$ cat src/rtl/mem_arbiter.sv
// mem_arbiter: merges instruction- and data-side requests onto one shared memory port
// Ports: clock, reset (async, active-high); i_* and d_* carry each requester's
// request (valid/instr/addr/wdata/wstrb) and its response (rdata/ready);
// mem_* is the shared single-outstanding memory port; grant_d is high while a
// data-side transaction is in flight; protocol_error latches any dropped request.
module mem_arbiter #(
    parameter int PRIORITY_MODE = 0
) (
    input  logic        clock,
    input  logic        reset,
    input  logic        i_valid,
    input  logic        i_instr,
    input  logic [31:0] i_addr,
    input  logic [31:0] i_wdata,
    input  logic [3:0]  i_wstrb,
    output logic [31:0] i_rdata,
    output logic        i_ready,
    input  logic        d_valid,
    input  logic        d_instr,
    input  logic [31:0] d_addr,
    input  logic [31:0] d_wdata,
    input  logic [3:0]  d_wstrb,
    output logic [31:0] d_rdata,
    output logic        d_ready,
    output logic        mem_valid,
    output logic        mem_instr,
    output logic [31:0] mem_addr,
    output logic [31:0] mem_wdata,
    output logic [3:0]  mem_wstrb,
    input  logic [31:0] mem_rdata,
    input  logic        mem_ready,
    output logic        grant_d,
    output logic        protocol_error
);
    localparam logic [1:0] IDLE   = 2'd0;
    localparam logic [1:0] BUSY_I = 2'd1;
    localparam logic [1:0] BUSY_D = 2'd2;

    logic [1:0]  state;
    logic        i_full, d_full, last_d;
    logic [68:0] i_slot, d_slot, i_req, d_req;
    logic        done, i_free, d_free, i_acc, d_acc, i_cand, d_cand, grant, win_d;

    // a response is only taken once the issue cycle is over
    assign done    = (state != IDLE) && mem_ready && !mem_valid;
    assign i_ready = done && state == BUSY_I;
    assign d_ready = done && state == BUSY_D;
    assign i_rdata = mem_rdata;
    assign d_rdata = mem_rdata;
    assign grant_d = state == BUSY_D;

    // a requester may refill in the very cycle its own response returns
    assign i_free = (!i_full && state != BUSY_I) || i_ready;
    assign d_free = (!d_full && state != BUSY_D) || d_ready;
    assign i_acc  = i_valid && i_free;
    assign d_acc  = d_valid && d_free;
    assign i_cand = i_full || i_acc;
    assign d_cand = d_full || d_acc;
    assign grant  = (state == IDLE || done) && (i_cand || d_cand);
    // last_d low means the instruction side was granted last, so data takes the tie
    assign win_d  = d_cand && (!i_cand || PRIORITY_MODE != 0 || !last_d);
    assign i_req  = i_full ? i_slot : {i_instr, i_addr, i_wdata, i_wstrb};
    assign d_req  = d_full ? d_slot : {d_instr, d_addr, d_wdata, d_wstrb};

    always_ff @(posedge clock or posedge reset) begin
        if (reset) begin
            state          <= IDLE;
            i_full         <= 1'b0;
            d_full         <= 1'b0;
            i_slot         <= '0;
            d_slot         <= '0;
            last_d         <= 1'b0;
            mem_valid      <= 1'b0;
            mem_instr      <= 1'b0;
            mem_addr       <= '0;
            mem_wdata      <= '0;
            mem_wstrb      <= '0;
            protocol_error <= 1'b0;
        end else begin
            mem_valid <= grant;
            if ((i_valid && !i_free) || (d_valid && !d_free))
                protocol_error <= 1'b1;
            if (grant) begin
                {mem_instr, mem_addr, mem_wdata, mem_wstrb} <= win_d ? d_req : i_req;
                state  <= win_d ? BUSY_D : BUSY_I;
                last_d <= win_d;
            end else if (done) begin
                state <= IDLE;
            end
            // a winner taken straight from its inputs never occupies its slot
            if (grant && !win_d) begin
                i_full <= 1'b0;
            end else if (i_acc) begin
                i_full <= 1'b1;
                i_slot <= {i_instr, i_addr, i_wdata, i_wstrb};
            end
            if (grant && win_d) begin
                d_full <= 1'b0;
            end else if (d_acc) begin
                d_full <= 1'b1;
                d_slot <= {d_instr, d_addr, d_wdata, d_wstrb};
            end
        end
    end
endmodule

$ cat config.mk
export PLATFORM = sky130hd
export DESIGN_NAME = mem_arbiter
export DESIGN_NICKNAME = d
export VERILOG_FILES = /design/src/rtl/mem_arbiter.sv
export SDC_FILE = /design/constraint.sdc
export NUM_CORES = 1
export LEC_CHECK = 0
export CORE_ASPECT_RATIO = 0.75
export CORE_MARGIN = 3
export CORE_UTILIZATION = 38
export DETAILED_ROUTE_END_ITERATION = 16
export PLACE_DENSITY_LB_ADDON = 0.08
export SYNTH_ARGS = -nofsm -noshare
export SYNTH_HDL_FRONTEND = slang
export SYNTH_SLANG_ARGS = --single-unit
export TNS_END_PERCENT = 20
$ cat constraint.sdc
create_clock -name clock -period 7.37 [get_ports clock]
set_input_delay 1.1055 -clock clock [delete_from_list [all_inputs] [get_ports clock]]
set_output_delay 1.1055 -clock clock [all_outputs]
set_load 0.005 [all_outputs]
==> flow_metrics.env <==
export IMPL_status="finished clean"
export IMPL_avgSynthCellArea_um2=13.1
export IMPL_layout_commonest_cell="clkdlybuf4s50_1"
export IMPL_critPathKind="primary input to flop"
export IMPL_path_delay_family="buffers and inverters"
export IMPL_numCtsBuffers=23
export IMPL_whs_endpoint="mem_wdata[11]$_DFFE_PP0N_"
export IMPL_timing_reg2reg_setup_slack_ns=4.02
export IMPL_leakage_nw=5.71
export IMPL_vias_per_cell=5.32
export IMPL_post_route_min_period_ns=3.72
export IMPL_synthAdderAreaFrac_pct=0
export IMPL_clockBufferDepth=3
export IMPL_synthTopCellsByArea="dfrtp_1 (52%), mux2i_1 (14%), mux2_2 (13%)"
export IMPL_synth_seq_area_share_pct=52.2
export IMPL_yosysTopAreaCell="dfrtp_1"
export IMPL_synth_edf_count=0
export IMPL_max_stage_delay_ns=0.79
export IMPL_track_usage_pct=18.6
export IMPL_io_buffers=216
export IMPL_fmax_mhz=269
export IMPL_finalCritPeriodShare_pct=50.5
export IMPL_mostFrequentLayoutCells="clkdlybuf4s50_1 (216), dfrtp_1 (212), mux2i_1 (139)"
export IMPL_grt_pass1_wl_um=43000
export IMPL_critPathSlowestCell="o21ai_4"
export IMPL_synth_top_area_share_pct=52.2
export IMPL_worstReg2RegStart="i_full$_DFFE_PP0P_"
export IMPL_postSynthCellCount=786
export IMPL_hold_depth=2
export IMPL_critPathBufInv=2
export IMPL_wl_um=27400
export IMPL_clock_sinks=214
export IMPL_cts_resized=0
export IMPL_rows=51
export IMPL_dr_pass1_iters=4
export IMPL_clk_pin_slew_ns=0.06
export IMPL_setup_tns_final_ns=0
export IMPL_slew_headroom_pct=28.5
export IMPL_critPathCaptureType="flop"
export IMPL_synth_mux_area_fraction_pct=29.4
export IMPL_finalHoldViolations=0
export IMPL_required_ns=7.75
export IMPL_holdWs_ns=0.492
export IMPL_synth_seq_cells=214
export IMPL_syn_area_um2=10300
export IMPL_ioPinCount=313
export IMPL_antennaDiodeCount=0
export IMPL_hold_buffers=0
export IMPL_startpoint="mem_ready"
export IMPL_grt_antenna_before_repair=5
export IMPL_fillers=2297
export IMPL_fp_dieArea_um2=29100
export IMPL_maxSlewViolCount=0
export IMPL_worstMarginPinSlew_ns=1.07
export IMPL_wl_per_cell_um=21.4
export IMPL_synthXorXnorAreaFrac_pct=0
export IMPL_cts_setup_buffers=0
export IMPL_powerDensity_nw_per_um2=450
export IMPL_fin_nets=1096
export IMPL_yosysWarnings=0
export IMPL_grt_pass1_vias=7402
export IMPL_fp_dieW_um=196
export IMPL_drtIter0Drc=341
export IMPL_fin_cells=1279
export IMPL_coreArea_um2=26300
export IMPL_maxCapViolations=0
export IMPL_finClkSkew_ns=0.00745
export IMPL_root_buffer="clkbuf_16"
export IMPL_synth_top_family_by_area="multiplexers"
export IMPL_gr_total_overflow=0
export IMPL_die_y_um=148
export IMPL_synth_compound_area_share_pct=7.14
export IMPL_route_vias_total=6799
export IMPL_clock_latency_ns=0.50
export IMPL_async_flop_share_pct=100
export IMPL_ys_flop_type="dfrtp_1"
export IMPL_setup_viol=0
export IMPL_place_gp_congestion=0.791
export IMPL_cts_max_level=1
export IMPL_grt_max_degree=139
export IMPL_reg2reg_depth=5
export IMPL_final_antenna_net_count=0
export IMPL_place_hpwl_um=17800
export IMPL_min_delay_start="mem_wdata[11]$_DFFE_PP0N_"
export IMPL_critPathLaunchType="primary input"
export IMPL_rsz0062_at_grt="no"
export IMPL_crit_path_max_fanout=44
export IMPL_ys_types=30
export IMPL_drive_above_1_share_pct=20.3
export IMPL_synth_nets=961
export IMPL_worstPathArrival_ns=4.10
export IMPL_cts_tree="built"
export IMPL_drc=0
export IMPL_synthToLayoutAreaGrowth_pct=26.0
export IMPL_dp_cells=1239
export IMPL_initial_utilization_pct=39.1
export IMPL_irDropWorstVdd_v=0.000190
export IMPL_path_cells="clkdlybuf4s50_1 > and2b_1 > a21oi_1 > o21ai_4 > buf_4 > mux2_2"
export IMPL_reg2reg_to="d_slot[63]$_DFFE_PP0P_"
export IMPL_hp_class="flop to flop"
export IMPL_yosys_area_share_simple_pct=3.57
through the flow:
step	util (%)	total power, mW	setup WS (ns)	area [um2]
after CTS	49.1	5.90	3.53	12900
final	49.2	5.83	3.65	12900
after floorplan	-	3.85	0.414	10300
after detailed placement	46.4	4.75	3.00	12200
after global routing	49.2	6.22	3.48	12900
after global placement	46.4	4.65	3.15	12200
cell families after synthesis:
group,count (synthesis)
buffers and inverters,121
and+or+nand+nor,87
muxes,277
AOI/OAI and AO/OA,87
DFF,214
registers in the layout, summed over array words and instances, names as in the netlist:
| name | cells |
|---|---|
| i_full | 1 |
| mem_wdata | 32 |
| mem_wstrb | 4 |
| protocol_error | 1 |
| state | 2 |
| mem_addr | 32 |
| mem_instr | 1 |
| mem_valid | 1 |
| last_d | 1 |
| i_slot | 69 |
| d_slot | 69 |
| d_full | 1 |
cells in the mapped netlist (4+ instances only):
library cell	n
dfrtp_1	214
mux2i_1	139
nor2_1	4
buf_4	64
nand2_1	73
inv_1	5
buf_2	13
o221ai_1	69
clkbuf_1	26
mux2_4	20
buf_6	11
mux2_2	118
worst min-delay path, delay by kind of cell, from the launching register on:
kind             cells  cell delay [ns]
AO/OA/AOI/OAI        1             0.06
flip-flops           1             0.34
AND/OR/NAND/NOR      1             0.05
layout make-up:
type / count / area, um2 / area share (%)
clock buffer: 33 / 663 / 5.12
multi-input combinational: 451 / 4140 / 32.0
timing repair buffer: 226 / 2260 / 17.4
tap: 344 / 430 / 3.33
clock inverter: 6 / 57.6 / 0.445
inverter: 5 / 26.3 / 0.203
sequential: 214 / 5360 / 41.4
how the worst max path moves through the flow:
stage	to	slack, ns	cells past startpoint
detailed placement	i_slot[13]$_DFFE_PP0P_	3.00	6
global route	d_slot[60]$_DFFE_PP0P_	3.48	6
finish	d_slot[63]$_DFFE_PP0P_	3.65	6
floorplan	d_full$_DFFE_PP0P_	0.41	1
global placement	i_slot[10]$_DFFE_PP0P_	3.15	6
CTS	i_slot[13]$_DFFE_PP0P_	3.53	6
per-layer routing:
metal | vias up | share of wire (%) | track usage (%)
met5 | - | 0.24 | 0
met4 | 10 | 1.8 | 3.81
met1 | 3429 | 45 | 25.7
met3 | 69 | 6.7 | 4.85
li1 | 3071 | - | -
met2 | 220 | 46 | 29.9
where the power goes:
part	leakage, nW	switching, mW	internal [mW]	total [mW]
sequential	2.57	0.409	1.79	2.20
combinational	2.79	1.11	1.41	2.52
clock	0.355	0.459	0.656	1.12
total	5.71	1.97	3.85	5.83
No activity file was read; power rests on OpenSTA's default activity.
